<file path="src/rtl/alu_pkg.sv">
// Shared ALU definitions: one-hot control bit positions, MIPS opcode/funct codes
// and the control-word width used by the issue stage and its decoder.
package alu_pkg;

    localparam int ALU_CTRL_W = 12;

    localparam int ALU_ADD  = 11;
    localparam int ALU_SUB  = 10;
    localparam int ALU_SLT  = 9;
    localparam int ALU_SLTU = 8;
    localparam int ALU_AND  = 7;
    localparam int ALU_NOR  = 6;
    localparam int ALU_OR   = 5;
    localparam int ALU_XOR  = 4;
    localparam int ALU_SLL  = 3;
    localparam int ALU_SRL  = 2;
    localparam int ALU_SRA  = 1;
    localparam int ALU_LUI  = 0;

    localparam logic [5:0] OP_SPECIAL = 6'h00;
    localparam logic [5:0] OP_ADDI    = 6'h08;
    localparam logic [5:0] OP_ADDIU   = 6'h09;
    localparam logic [5:0] OP_SLTI    = 6'h0A;
    localparam logic [5:0] OP_SLTIU   = 6'h0B;
    localparam logic [5:0] OP_ANDI    = 6'h0C;
    localparam logic [5:0] OP_ORI     = 6'h0D;
    localparam logic [5:0] OP_XORI    = 6'h0E;
    localparam logic [5:0] OP_LUI     = 6'h0F;

    localparam logic [5:0] FN_SLL  = 6'h00;
    localparam logic [5:0] FN_SRL  = 6'h02;
    localparam logic [5:0] FN_SRA  = 6'h03;
    localparam logic [5:0] FN_SLLV = 6'h04;
    localparam logic [5:0] FN_SRLV = 6'h06;
    localparam logic [5:0] FN_SRAV = 6'h07;
    localparam logic [5:0] FN_ADD  = 6'h20;
    localparam logic [5:0] FN_ADDU = 6'h21;
    localparam logic [5:0] FN_SUB  = 6'h22;
    localparam logic [5:0] FN_SUBU = 6'h23;
    localparam logic [5:0] FN_AND  = 6'h24;
    localparam logic [5:0] FN_OR   = 6'h25;
    localparam logic [5:0] FN_XOR  = 6'h26;
    localparam logic [5:0] FN_NOR  = 6'h27;
    localparam logic [5:0] FN_SLT  = 6'h2A;
    localparam logic [5:0] FN_SLTU = 6'h2B;

    function automatic logic [ALU_CTRL_W-1:0] alu_onehot(input int idx);
        logic [ALU_CTRL_W-1:0] w;
        w = '0;
        w[idx] = 1'b1;
        return w;
    endfunction

endpackage

</file>
<file path="src/rtl/alu_issue_if.sv">
// ID->EXE issue bus: ID-side handshake and operands in, registered ALU request out.
// master = upstream/EXE environment, slave = the issue stage.
interface alu_issue_if;
    import alu_pkg::*;

    logic                  id_valid;
    logic                  id_ready;
    logic [31:0]           id_inst;
    logic [31:0]           rs_value;
    logic [31:0]           rt_value;
    logic                  flush;
    logic                  exe_valid;
    logic                  exe_ready;
    logic [ALU_CTRL_W-1:0] alu_control;
    logic [31:0]           alu_src1;
    logic [31:0]           alu_src2;
    logic [4:0]            exe_dest;
    logic                  exe_wen;
    logic                  check_overflow;
    logic                  illegal;

    modport master (
        output id_valid, id_inst, rs_value, rt_value, flush, exe_ready,
        input  id_ready, exe_valid, alu_control, alu_src1, alu_src2,
               exe_dest, exe_wen, check_overflow, illegal
    );

    modport slave (
        input  id_valid, id_inst, rs_value, rt_value, flush, exe_ready,
        output id_ready, exe_valid, alu_control, alu_src1, alu_src2,
               exe_dest, exe_wen, check_overflow, illegal
    );

endinterface

</file>
<file path="src/rtl/alu_decoder.sv">
// Combinational MIPS ALU-op decoder: control word, operands, destination and flags.
// ALU_ISSUE_OVF_CHECK_EN enables the trap-on-overflow flag for ADD/SUB/ADDI.
module alu_decoder
    import alu_pkg::*;
(
    input  logic [31:0]           inst,
    input  logic [31:0]           rs_value,
    input  logic [31:0]           rt_value,
    output logic [ALU_CTRL_W-1:0] control,
    output logic [31:0]           src1,
    output logic [31:0]           src2,
    output logic [4:0]            dest,
    output logic                  wen,
    output logic                  ovf,
    output logic                  illegal
);

    logic [5:0]  opcode;
    logic [5:0]  funct;
    logic [4:0]  rt_field;
    logic [4:0]  rd_field;
    logic [4:0]  sa;
    logic [31:0] simm;
    logic [31:0] zimm;
    logic        unused_rs_field;

    assign opcode   = inst[31:26];
    assign rt_field = inst[20:16];
    assign rd_field = inst[15:11];
    assign sa       = inst[10:6];
    assign funct    = inst[5:0];
    assign simm     = {{16{inst[15]}}, inst[15:0]};
    assign zimm     = {16'd0, inst[15:0]};
    // rs arrives already read from the register file
    assign unused_rs_field = ^inst[25:21];

    always_comb begin
        control = '0;
        src1    = rs_value;
        src2    = rt_value;
        dest    = rt_field;
        illegal = 1'b0;

        if (opcode == OP_SPECIAL) begin
            dest = rd_field;
            case (funct)
                FN_SLL:  begin control = alu_onehot(ALU_SLL); src1 = {27'd0, sa}; end
                FN_SRL:  begin control = alu_onehot(ALU_SRL); src1 = {27'd0, sa}; end
                FN_SRA:  begin control = alu_onehot(ALU_SRA); src1 = {27'd0, sa}; end
                FN_SLLV: control = alu_onehot(ALU_SLL);
                FN_SRLV: control = alu_onehot(ALU_SRL);
                FN_SRAV: control = alu_onehot(ALU_SRA);
                FN_ADD,
                FN_ADDU: control = alu_onehot(ALU_ADD);
                FN_SUB,
                FN_SUBU: control = alu_onehot(ALU_SUB);
                FN_AND:  control = alu_onehot(ALU_AND);
                FN_OR:   control = alu_onehot(ALU_OR);
                FN_XOR:  control = alu_onehot(ALU_XOR);
                FN_NOR:  control = alu_onehot(ALU_NOR);
                FN_SLT:  control = alu_onehot(ALU_SLT);
                FN_SLTU: control = alu_onehot(ALU_SLTU);
                default: illegal = 1'b1;
            endcase
        end else begin
            case (opcode)
                OP_ADDI,
                OP_ADDIU: begin control = alu_onehot(ALU_ADD);  src2 = simm; end
                OP_SLTI:  begin control = alu_onehot(ALU_SLT);  src2 = simm; end
                OP_SLTIU: begin control = alu_onehot(ALU_SLTU); src2 = simm; end
                OP_ANDI:  begin control = alu_onehot(ALU_AND);  src2 = zimm; end
                OP_ORI:   begin control = alu_onehot(ALU_OR);   src2 = zimm; end
                OP_XORI:  begin control = alu_onehot(ALU_XOR);  src2 = zimm; end
                OP_LUI:   begin control = alu_onehot(ALU_LUI);  src1 = '0; src2 = zimm; end
                default:  illegal = 1'b1;
            endcase
        end

        // an unsupported encoding travels down the pipe as an inert bubble
        if (illegal) begin
            control = '0;
            src1    = '0;
            src2    = '0;
            dest    = '0;
        end
    end

    assign wen = ~illegal & (dest != 5'd0);

`ifdef ALU_ISSUE_OVF_CHECK_EN
    assign ovf = ((opcode == OP_SPECIAL) && ((funct == FN_ADD) || (funct == FN_SUB)))
               || (opcode == OP_ADDI);
`else
    assign ovf = 1'b0;
`endif

endmodule

</file>
<file path="src/rtl/alu_issue.sv">
// ID->EXE issue stage: decodes the ID instruction and holds it in a one-entry
// valid/ready pipeline register feeding the ALU. Build option: ALU_ISSUE_OVF_CHECK_EN.
module alu_issue
    import alu_pkg::*;
(
    input  logic      clk,
    input  logic      resetn,
    alu_issue_if.slave bus
);

    logic [ALU_CTRL_W-1:0] d_control;
    logic [31:0]           d_src1;
    logic [31:0]           d_src2;
    logic [4:0]            d_dest;
    logic                  d_wen;
    logic                  d_ovf;
    logic                  d_illegal;
    logic                  load;

    alu_decoder u_decoder (
        .inst     (bus.id_inst),
        .rs_value (bus.rs_value),
        .rt_value (bus.rt_value),
        .control  (d_control),
        .src1     (d_src1),
        .src2     (d_src2),
        .dest     (d_dest),
        .wen      (d_wen),
        .ovf      (d_ovf),
        .illegal  (d_illegal)
    );

    assign bus.id_ready = ~bus.exe_valid | bus.exe_ready;
    assign load         = bus.id_ready & bus.id_valid & ~bus.flush;

    always_ff @(posedge clk or negedge resetn) begin
        if (!resetn) begin
            bus.exe_valid      <= 1'b0;
            bus.alu_control    <= '0;
            bus.alu_src1       <= '0;
            bus.alu_src2       <= '0;
            bus.exe_dest       <= '0;
            bus.exe_wen        <= 1'b0;
            bus.check_overflow <= 1'b0;
            bus.illegal        <= 1'b0;
        end else begin
            if (bus.flush) begin
                bus.exe_valid <= 1'b0;
            end else if (bus.id_ready) begin
                bus.exe_valid <= bus.id_valid;
            end
            if (load) begin
                bus.alu_control    <= d_control;
                bus.alu_src1       <= d_src1;
                bus.alu_src2       <= d_src2;
                bus.exe_dest       <= d_dest;
                bus.exe_wen        <= d_wen;
                bus.check_overflow <= d_ovf;
                bus.illegal        <= d_illegal;
            end
        end
    end

endmodule
</file>
<file path="src/flat_wrapper.sv">
// flat-port wrapper written by rule: the top's interface ports become plain ports
module alu_issue_flat import alu_pkg::*;
  (clk, resetn, bus_id_valid, bus_id_inst, bus_rs_value, bus_rt_value, bus_flush, bus_exe_ready, bus_id_ready, bus_exe_valid, bus_alu_control, bus_alu_src1, bus_alu_src2, bus_exe_dest, bus_exe_wen, bus_check_overflow, bus_illegal);
  alu_issue_if bus_i ();
  input  logic clk;
  input  logic resetn;
  input wire logic [$bits(bus_i.id_valid)-1:0] bus_id_valid;
  input wire logic [$bits(bus_i.id_inst)-1:0] bus_id_inst;
  input wire logic [$bits(bus_i.rs_value)-1:0] bus_rs_value;
  input wire logic [$bits(bus_i.rt_value)-1:0] bus_rt_value;
  input wire logic [$bits(bus_i.flush)-1:0] bus_flush;
  input wire logic [$bits(bus_i.exe_ready)-1:0] bus_exe_ready;
  output wire logic [$bits(bus_i.id_ready)-1:0] bus_id_ready;
  output wire logic [$bits(bus_i.exe_valid)-1:0] bus_exe_valid;
  output wire logic [$bits(bus_i.alu_control)-1:0] bus_alu_control;
  output wire logic [$bits(bus_i.alu_src1)-1:0] bus_alu_src1;
  output wire logic [$bits(bus_i.alu_src2)-1:0] bus_alu_src2;
  output wire logic [$bits(bus_i.exe_dest)-1:0] bus_exe_dest;
  output wire logic [$bits(bus_i.exe_wen)-1:0] bus_exe_wen;
  output wire logic [$bits(bus_i.check_overflow)-1:0] bus_check_overflow;
  output wire logic [$bits(bus_i.illegal)-1:0] bus_illegal;
  assign bus_i.id_valid = bus_id_valid;
  assign bus_i.id_inst = bus_id_inst;
  assign bus_i.rs_value = bus_rs_value;
  assign bus_i.rt_value = bus_rt_value;
  assign bus_i.flush = bus_flush;
  assign bus_i.exe_ready = bus_exe_ready;
  assign bus_id_ready = bus_i.id_ready;
  assign bus_exe_valid = bus_i.exe_valid;
  assign bus_alu_control = bus_i.alu_control;
  assign bus_alu_src1 = bus_i.alu_src1;
  assign bus_alu_src2 = bus_i.alu_src2;
  assign bus_exe_dest = bus_i.exe_dest;
  assign bus_exe_wen = bus_i.exe_wen;
  assign bus_check_overflow = bus_i.check_overflow;
  assign bus_illegal = bus_i.illegal;
  alu_issue u_core (.clk(clk), .resetn(resetn), .bus(bus_i));
endmodule
</file>
<file path="config.mk">
export PLATFORM = sky130hd
export DESIGN_NAME = alu_issue_flat
export DESIGN_NICKNAME = d
export VERILOG_FILES = /design/src/rtl/alu_pkg.sv /design/src/rtl/alu_issue_if.sv /design/src/rtl/alu_decoder.sv /design/src/rtl/alu_issue.sv /design/src/flat_wrapper.sv
export SDC_FILE = /design/constraint.sdc
export NUM_CORES = 1
export LEC_CHECK = 0
export BUFFER_PORTS_ARGS = -buffer_cell sky130_fd_sc_hd__clkbuf_2
export CORE_ASPECT_RATIO = 1.1
export CORE_MARGIN = 8
export CORE_UTILIZATION = 49
export CTS_CLUSTER_DIAMETER = 100
export CTS_CLUSTER_SIZE = 16
export DETAILED_ROUTE_END_ITERATION = 8
export PLACE_DENSITY = 0.85
export SLEW_MARGIN = 20
export SYNTH_ARGS = -nofsm -noshare
export SYNTH_HDL_FRONTEND = slang
export SYNTH_SLANG_ARGS = --single-unit
</file>
<file path="constraint.sdc">
create_clock -name clk -period 3.1 [get_ports clk]
set_input_delay 0.31 -clock clk [delete_from_list [all_inputs] [get_ports clk]]
set_output_delay 0.31 -clock clk [all_outputs]
set_load 0.02 [all_outputs]
</file>
==> results.tsv <==
metric	value	unit
#FFs+latches synth	84	
Final Max Slew Viols	0	
RePlAce Congestion	0.871	
I/O Buffers	180	
post-synthesis simple-gate area fraction	13.0	%
antenna cells	0	
kind of critical path	reg2reg	
Clock transition at path regs	0.09	ns
total CTS buffers	9	
slew of the pin with the lowest slew margin	0.918	ns
startpoint types	register	
WL final	11500	um
Die Width	99.7	um
DR WL/cell	18.5	um
clock latency on the worst-skew pair	0.34	ns
Root Driver	clkbuf_8	
Mapped Cells	352	
P&R area growth vs syn	30.1	%
number of setup buffers added after CTS	0	
hold_buf cts	0	
slew margin rel.	38.8	%
RSZ-0062 raised after global routing	false	
final net count	615	
cells on worst reg2reg path	4	
Req. time, crit path	3.28	ns
mux contribution to synthesized area	1.33	%
number of H-tree levels	3	
Fin Setup TNS	0	ns
Post-Synth Adder-Cell Area	0	%
most common cell after layout, fill and taps aside	clkbuf_2	
Filler cells	615	
fmax	0.523	GHz
Synth Area in Compound Gates	25.2	%
vias in the first global route	3648	
DIE HEIGHT	108	um
Initial Utilization	50.5	%
Syn Area/Cell	10.7	um2
die area	10800	um2
DR pass1 iterations	4	
DR iter-0 viols	170	
row count	33	
ys async rst share	100	%
Setup crit end kind	register	
Via density	5.68	
total grt overflow	0	
Post-Syn Area	3770	um2
violated checks	negative hold slack	
Core Box Area	7470	um2
r2r endpoint	u_core.bus.alu_src2[9]	
Final Setup Violations	0	
VDD IR max	0.352	mV
worst-path fanout max	93	
Reg2Reg Launch Point	u_core.bus.exe_valid	
static leakage	2.44	nW
CTS Buffer Depth	2	
commonest non-fill, non-tap cells in the layout	clkbuf_2, dfrtp_1, nand2_1	
status	complete, but fails checks	
synth unique cells	47	
final antenna-violating net count	0	
share of layout cells above drive strength 1	40.8	%
Hold WC Path Type	in2async	
Most used DFF post-synth	dfrtp_1	
pwr dens	477	nW/um2
CTS resizes	0	
gr usage total	21.2	%
Synth warnings	0	
period utilisation layout	61.7	%
DRC viols	0	
first-pass GRT wire length	18300	um
number of enable flip-flop cells after synthesis	0	
Sink Count	84	
largest net degree at the start of global routing	94	
endpoints failing hold	1	
Final Critical Period	1.91	ns
num ports	187	
R2R setup slack	1.19	ns
Post-Synth XOR/XNOR Area	0	%
post-DP HPWL	8540	um
via count	3542	
CTS tree	yes	
main combinational cell family by area after synthesis	compound AO/OA/AOI/OAI gates	
clk_skew	0.0135	ns
syn_nets	453	
antenna violations before repair	0	
post-synthesis sequential area ratio	55.7	%
hold slack	-0.000387	ns
Arr. time, crit path	2.09	ns
MaxCap Viol Count	0	
==> cell usage after synthesis, drive strengths merged, types with 2 or more instances <==
cell type / count / area [um2]
nor3b: 3 / 22.5
nor2b: 3 / 18.8
nand2: 50 / 188
o21ai: 50 / 250
and2: 2 / 12.5
dfrtp: 84 / 2100
clkbuf: 18 / 68.8
buf: 15 / 103
o31ai: 10 / 75.1
a22o: 5 / 43.8
nand2b: 4 / 25.0
a21oi: 5 / 25.0
nand3: 2 / 10.0
a31oi: 4 / 25.0
nor4: 2 / 18.8
or4: 3 / 22.5
nor2: 16 / 60.1
a32oi: 21 / 184
nand4: 2 / 18.8
nor3: 4 / 25.0
mux2i: 5 / 50.1
a32o: 27 / 270
==> metrics by stage <==
| stage | area [um2] | std cells | setup slack [ns] | total power (W) | utilization, % |
|---|---|---|---|---|---|
| after floorplan | 3770 | 352 | 1.34 | 0.00137 | - |
| after global placement | 4690 | 608 | 0.805 | 0.00155 | 62.7 |
| after detailed placement | 4690 | 608 | 0.724 | 0.00156 | 62.7 |
| after CTS | 4900 | 624 | 1.10 | 0.00236 | 65.5 |
| after global routing | 4910 | 624 | 0.960 | 0.00244 | 65.7 |
| final | 4910 | 624 | 1.19 | 0.00234 | 65.7 |
==> per-layer routing <==
| metal | wire length, um | vias up | track usage (%) |
|---|---|---|---|
| met3 | 1300 | 9 | 9.83 |
| met5 | 0 | - | 0 |
| met2 | 5450 | 179 | 33.8 |
| li1 | - | 1660 | - |
| met1 | 4680 | 1694 | 25.6 |
| met4 | 92 | 0 | 5.19 |
==> worst max path at each step <==
stage	startpoint	end	slack, ns
after floorplan	u_core.bus.exe_valid	u_core.bus.alu_control[10]	1.34
after global placement	bus_id_inst[1]	u_core.bus.alu_src2[21]	0.81
after detailed placement	bus_id_inst[1]	u_core.bus.alu_src2[21]	0.72
after CTS	bus_id_inst[1]	u_core.bus.alu_src2[21]	1.10
after global routing	u_core.bus.exe_valid	u_core.bus.alu_src2[6]	0.96
final	u_core.bus.exe_valid	u_core.bus.alu_src2[9]	1.19
==> sequential cells by signal, indices dropped and copies added, names as in the netlist <==
register                cells
u_core.bus.alu_control     12
u_core.bus.alu_src1        32
u_core.bus.alu_src2        32
u_core.bus.exe_dest         5
u_core.bus.exe_valid        1
u_core.bus.exe_wen          1
u_core.bus.illegal          1
==> where the power goes <==
part	switching, W	total [W]	internal, W	leakage (nW)
sequential	0.0000286	0.00118	0.00115	1.14
combinational	0.000230	0.000357	0.000127	1.20
clock	0.000395	0.000813	0.000418	0.102
==> layout make-up <==
| type | count | area, um2 | share of cell area (%) |
|---|---|---|---|
| Clock buffer | 11 | 151 | 3.08 |
| Tap cell | 105 | 131 | 2.68 |
| Sequential cell | 84 | 2100 | 42.8 |
| Clock inverter | 5 | 58.8 | 1.20 |
| Inverter | 1 | 3.75 | 0.0764 |
| Multi-Input combinational cell | 234 | 1530 | 31.1 |
| Timing Repair Buffer | 184 | 937 | 19.1 |
==> cell families (layout without fill, tap and decap cells) <==
family,count (synthesis),in the layout
and+or+nand+nor,99,99
buffers and inverters,34,201
muxes,5,5
AOI/OAI and AO/OA,129,129
other,1,1
DFF,84,84
==> critical path: stages (launching register included) <==
cell      delay [ns]
dfrtp_1         0.34
nor2b_1         0.33
inv_1           0.14
nand2b_4        0.69
o21ai_0         0.25
Note: power is estimated with default switching activity, not from simulation.
